### src/rtl/rr_onehot_arbiter_pkg.sv
// Shared types for the round-robin one-hot arbiter.
package rr_onehot_arbiter_pkg;

  // IDLE searches for a new winner; LOCKED holds the grant across a stall.
  typedef enum logic [0:0] {
    StIdle   = 1'b0,
    StLocked = 1'b1
  } arb_state_e;

endpackage

### src/rtl/onehot_to_bin.sv
// One-hot to binary encoder. An all-zero input encodes to zero.
module onehot_to_bin #(
  parameter int unsigned ONEHOT_WIDTH = 8,
  parameter int unsigned BIN_WIDTH    = (ONEHOT_WIDTH > 1) ? $clog2(ONEHOT_WIDTH) : 1
) (
  input  logic [ONEHOT_WIDTH-1:0] onehot_i,
  output logic [BIN_WIDTH-1:0]    bin_o
);

  // OR together the indices of set bits; exact for a one-hot input.
  always_comb begin
    bin_o = '0;
    for (int unsigned i = 0; i < ONEHOT_WIDTH; i++) begin
      if (onehot_i[i]) begin
        bin_o = bin_o | BIN_WIDTH'(i);
      end
    end
  end

endmodule

### src/rtl/rr_onehot_arbiter.sv
// Round-robin arbiter with valid/ready downstream handshake. The grant is held
// while the downstream stalls; the priority pointer moves only on a transfer.
module rr_onehot_arbiter
  import rr_onehot_arbiter_pkg::*;
#(
  parameter int unsigned NUM_REQ   = 8,
  parameter int unsigned IDX_WIDTH = (NUM_REQ > 1) ? $clog2(NUM_REQ) : 1
) (
  input  logic                 clk_i,
  input  logic                 rst_i,
  input  logic [NUM_REQ-1:0]   req_i,
  output logic [NUM_REQ-1:0]   gnt_o,
  output logic                 valid_o,
  input  logic                 ready_i,
  output logic [NUM_REQ-1:0]   gnt_onehot_o,
  output logic [IDX_WIDTH-1:0] idx_o
);

  localparam int unsigned DblWidth = 2 * NUM_REQ;

  arb_state_e           state_q;
  logic [IDX_WIDTH-1:0] ptr_q;
  logic [NUM_REQ-1:0]   lock_q;

  logic [DblWidth-1:0]  w_req_dbl;
  logic [DblWidth-1:0]  w_pick_dbl;
  logic [NUM_REQ-1:0]   w_req_rot;
  logic [NUM_REQ-1:0]   w_pick_rot;
  logic [NUM_REQ-1:0]   w_cand;
  logic [IDX_WIDTH-1:0] w_ptr_next;
  logic                 w_handshake;

  // Rotate requests right by the pointer so the highest-priority one lands at bit 0.
  assign w_req_dbl = {req_i, req_i} >> ptr_q;
  assign w_req_rot = w_req_dbl[NUM_REQ-1:0];

  // Fixed priority pick: lowest set bit of the rotated vector.
  always_comb begin
    w_pick_rot = '0;
    for (int i = NUM_REQ - 1; i >= 0; i--) begin
      if (w_req_rot[i]) begin
        w_pick_rot    = '0;
        w_pick_rot[i] = 1'b1;
      end
    end
  end

  // Rotate the pick back left; the upper half of the doubled vector holds the wrap.
  assign w_pick_dbl = {w_pick_rot, w_pick_rot} << ptr_q;
  assign w_cand     = w_pick_dbl[DblWidth-1:NUM_REQ];

  // Outputs: search result in IDLE, held requester in LOCKED (masked when it drops).
  always_comb begin
    valid_o      = 1'b0;
    gnt_onehot_o = '0;
    unique case (state_q)
      StIdle: begin
        valid_o      = |req_i;
        gnt_onehot_o = w_cand;
      end
      StLocked: begin
        valid_o      = |(req_i & lock_q);
        gnt_onehot_o = valid_o ? lock_q : '0;
      end
      default: begin
        valid_o      = 1'b0;
        gnt_onehot_o = '0;
      end
    endcase
  end

  assign w_handshake = valid_o & ready_i;
  assign gnt_o       = gnt_onehot_o & {NUM_REQ{w_handshake}};

  onehot_to_bin #(
    .ONEHOT_WIDTH (NUM_REQ),
    .BIN_WIDTH    (IDX_WIDTH)
  ) u_onehot_to_bin (
    .onehot_i (gnt_onehot_o),
    .bin_o    (idx_o)
  );

  // Pointer wraps at NUM_REQ, not at the power of two of the index width.
  assign w_ptr_next = (idx_o == IDX_WIDTH'(NUM_REQ - 1)) ? '0 : idx_o + IDX_WIDTH'(1);

  // Lock/pointer state machine; a dropped locked request returns to IDLE without a transfer.
  always_ff @(posedge clk_i) begin
    if (rst_i) begin
      ptr_q   <= '0;
      state_q <= StIdle;
      lock_q  <= '0;
    end else begin
      if (w_handshake) begin
        ptr_q <= w_ptr_next;
      end
      unique case (state_q)
        StIdle: begin
          if (valid_o && !ready_i) begin
            state_q <= StLocked;
            lock_q  <= gnt_onehot_o;
          end
        end
        StLocked: begin
          if (w_handshake || !valid_o) begin
            state_q <= StIdle;
            lock_q  <= '0;
          end
        end
        default: begin
          state_q <= StIdle;
          lock_q  <= '0;
        end
      endcase
    end
  end

endmodule

### config.mk
export PLATFORM = sky130hd
export DESIGN_NAME = rr_onehot_arbiter
export DESIGN_NICKNAME = d
export VERILOG_FILES = /design/src/rtl/rr_onehot_arbiter_pkg.sv /design/src/rtl/onehot_to_bin.sv /design/src/rtl/rr_onehot_arbiter.sv
export SDC_FILE = /design/constraint.sdc
export NUM_CORES = 1
export LEC_CHECK = 0
export CORE_MARGIN = 2
export CORE_UTILIZATION = 35
export CTS_BUF_LIST = sky130_fd_sc_hd__clkbuf_8
export DETAILED_ROUTE_END_ITERATION = 10
export MAX_ROUTING_LAYER = met4
export PLACE_DENSITY = 0.62
export SETUP_SLACK_MARGIN = 0.02
export SLEW_MARGIN = 20
export SYNTH_ARGS = -nofsm -noshare
export SYNTH_HDL_FRONTEND = slang
export SYNTH_SLANG_ARGS = --single-unit
### constraint.sdc
create_clock -name clk_i -period 6.02 [get_ports clk_i]
set_input_delay 1.505 -clock clk_i [delete_from_list [all_inputs] [get_ports clk_i]]
set_output_delay 1.505 -clock clk_i [all_outputs]
set_load 0.01 [all_outputs]
==> impl_metrics.py <==
metrics = {
    "detailed_routing": {
        "drt-pass1-iter-count": 5,
        "route.detailed.drc": 0,
        "ant_nets": 0,
        "vias": 1773,
        "drtIter0Drc": 146,
        "wl_mm": 5.20,
        "viasPerCell": 5.99,
        "wl_per_cell_um": 17.6,
    },
    "synth": {
        "async_flop_share_pct": 0,
        "syn_area_um2": 1620,
        "synth_edf_count": 0,
        "yosysWarnings": 0,
        "seq_area_frac_synth_pct": 14.8,
        "synthAdderAreaFrac_pct": 1.54,
        "synth_top_family_by_area": "compound AO/OA/AOI/OAI gates",
        "synthXorXnorAreaFrac_pct": 0,
        "synth_flop_cell": "dfxtp_1",
        "syn-mean-instance-area_um2": 7.62,
        "ys_types": 57,
        "syn_inst": 213,
        "ys_seq_elements": 12,
        "synth.mux.area_fraction_pct": 21.1,
        "synth_simple_gate_area_share_pct": 24.4,
        "synth-compound-area-share_pct": 31.0,
        "syn_nets": 226,
    },
    "global_routing": {
        "grt_overflow": 0,
        "gr-usage-all-layers_pct": 21.2,
        "antenna_found_initial": 0,
        "grt_pass1_wl_mm": 8.45,
        "grt_pass1_vias": 1730,
        "grt_max_degree": 25,
    },
    "worst_setup_path": {
        "cp-end-kind": "primary output",
        "crit_type": "in2out",
        "cp_max_fo": 5,
        "crit_path_cell_trace": "clkdlybuf4s50_1, mux4_2, a221o_1, nor2_2, a31oi_1, o22a_1, o21a_1, o22ai_1, clkdlybuf4s50_1",
        "cp-start-kind": "input pin",
        "arrival_ps": 4350,
        "cp.required_ps": 4510,
        "max_stage_delay_ps": 570,
        "cpMaxStageDelayCell": "clkdlybuf4s50_1",
        "rrSetupSlack_ps": 2200,
        "cp_top_family": "compound AO/OA/AOI/OAI gates",
        "path_buf_inv": 2,
        "cpMostUsedCell": "clkdlybuf4s50_1",
    },
    "power_and_ir_drop": {
        "p_leak_nw": 0.786,
        "p_per_area_nw_per_um2": 309,
        "report.power.total_mw": 0.638,
        "peakVddDrop_mv": 0.206,
    },
    "clock_tree": {
        "clk_latency_ps": 240,
        "cts_tree": "built",
        "numClockSinks": 12,
        "cts_buffers": 3,
        "htreeDepth": 1,
        "cts_root_buf": "clkbuf_8",
        "cts_buffer_depth": 2,
        "clkTransAtPathRegs_ps": 50,
        "holdBufCountCts": 0,
    },
    "layout": {
        "fillers": 439,
        "final_layout_size_suffix_gt1_share_pct": 14.8,
        "area_growth_pct": 27.0,
        "nNetsFinal": 259,
        "n_antenna_cell": 0,
        "design_area_um2": 2060,
    },
    "floorplan": {
        "core-area_um2": 4410,
        "fp.dieW_um": 72.1,
        "start_util_pct": 36.8,
        "pin_count": 31,
        "die_area_um2": 5200,
        "dieHeight_um": 72.1,
        "rows": 24,
    },
    "timing": {
        "hold_viol_final": 0,
        "timing.final.max_slew_violations": 0,
        "tightest_slew_ps": 1010,
        "relSlewSlack_pct": 32.9,
        "finalSetupViolCount": 0,
        "finClkSkew_ps": 5.17,
        "period_needed_ps": 5850,
        "fmax_mhz": 171,
        "setup_tns_ps": 0,
        "grt_setup_unrepaired": "false",
        "min_period_over_period_pct": 97.2,
    },
    "job": {
        "drv_cap": 0,
    },
    "status": {
        "status": "complete, no violations",
    },
    "placement": {
        "routabilityCongestion": 1.06,
        "port_buffers": 30,
        "place.detailed.hpwl_mm": 4.01,
        "place_area_um2": 1990,
    },
    "min_path": {
        "min_path_type": "reg2reg",
    },
}
-- area by class of cell --
| type | count | area (um^2) | area share, % |
|---|---|---|---|
| flip-flops and latches | 12 | 240 | 11.7 |
| multi-input cells | 179 | 1270 | 61.7 |
| well taps | 52 | 65.1 | 3.16 |
| inverters | 6 | 22.5 | 1.09 |
| repair buffers | 44 | 420 | 20.4 |
| clock buffers | 3 | 41.3 | 2.00 |
-- cell usage after synthesis, drive strengths merged, types with 2 or more instances --
cell     n  area share, %
mux2     6            4.2
o22a     2            1.1
a21o     4            1.9
mux2i   20             12
nor3     2           0.62
or2      3            1.2
dfxtp   12             15
o21ai   14            4.5
a211oi   2           0.92
a31oi    3            1.2
a22o     2            1.1
nor3b    3            1.4
and3     2           0.77
or3      3            1.2
nand2   23            5.3
o22ai    7            3.5
buf      8            3.8
nand3b   2           0.92
nand4    2           0.77
o41ai    2            1.5
nand3    4            1.2
nand2b   5            1.9
clkbuf   8            1.9
nor2    22            5.2
inv      5            1.2
a22oi    6            2.8
a21oi   10            3.1
a41oi    3            1.6
ha       2            1.5
mux4     3            4.6
o31ai    3            2.5
nor2b    8            3.1
-- final timing paths --
| path | from | endpoint | cells after the start |
|---|---|---|---|
| setup / recovery | req_i[1] | gnt_o[0] | 9 |
| hold / removal | lock_q[6] | lock_q[6] | 2 |
| setup reg to reg | ptr_q[1] | ptr_q[0] | 10 |
| hold reg to reg | lock_q[6] | lock_q[6] | 2 |
-- flip-flops by register name, indices dropped and copies added (netlist names) --
signal	flops
lock_q	8
ptr_q	3
state_q	1
-- cell usage in the layout (no fill, tap or decap), types with 3 or more instances in the layout --
cell / instances
a21o_1: 4
a21oi_1: 10
a22oi_1: 6
a31oi_1: 3
a41oi_1: 3
buf_4: 14
clkbuf_8: 3
clkdlybuf4s50_1: 24
dfxtp_1: 12
dlymetal6s2s_1: 6
inv_1: 4
mux2_2: 6
mux2i_1: 19
nand2_1: 23
nand2b_1: 5
nand3_1: 4
nor2_1: 21
nor2b_1: 8
nor3b_1: 3
o21ai_0: 11
o22ai_1: 5
or3_1: 3
-- through the flow --
| step | hold slack (ps) | utilization (%) | std cells | setup WS (ps) |
|---|---|---|---|---|
| global placement | 474 | 45.2 | 292 | 93.9 |
| global route | 513 | 46.7 | 296 | 24.2 |
| detailed placement | 479 | 45.2 | 292 | 160 |
| finish | 486 | 46.7 | 296 | 166 |
| floorplan | 450 | - | 213 | 1150 |
| CTS | 486 | 46.1 | 295 | 137 |
-- report_power, final --
group | leakage [nW] | internal, mW | total (mW) | switching (mW)
logic | 0.667 | 0.213 | 0.432 | 0.220
clock network | 0.0216 | 0.0441 | 0.0732 | 0.0292
registers | 0.0977 | 0.0915 | 0.132 | 0.0406
total | 0.786 | 0.348 | 0.638 | 0.289
-- layer usage --
| metal | GRT usage [%] | share of wire [%] | vias up | wire length [um] |
|---|---|---|---|---|
| met2 | 34.8 | 47 | 79 | 2420 |
| met4 | 9.43 | 3.1 | 0 | 162 |
| li1 | - | - | 861 | - |
| met1 | 26.8 | 44 | 817 | 2280 |
| met3 | 1.53 | 6.4 | 16 | 335 |
| met5 | - | 0 | - | 0 |
-- worst reg2reg max path, cell delays in order, from the launching register on --
cell     delay [ps]
dfxtp_1         970
mux2i_1         420
o22ai_2         170
and3_1          210
a31o_1          210
a21oi_1         200
o21ai_1         140
or4_1           550
ha_1            240
or3_1           360
o41ai_1         240
-- cells by family (layout without fill, tap and decap cells) --
group / Yosys count / after routing
AOI/OAI and AO/OA: 67 / 67
adders and majority gates: 2 / 2
buffers and inverters: 22 / 53
DFF: 12 / 12
muxes: 29 / 29
and+or+nand+nor: 81 / 81
-- timing repair --
action / 4_1_cts / 5_1_grt
setup buffers: 0 / 1
endpoints found under the setup margin: 0 / 7
resized for setup: 0 / 7
Note: power is estimated with default switching activity, not from simulation.
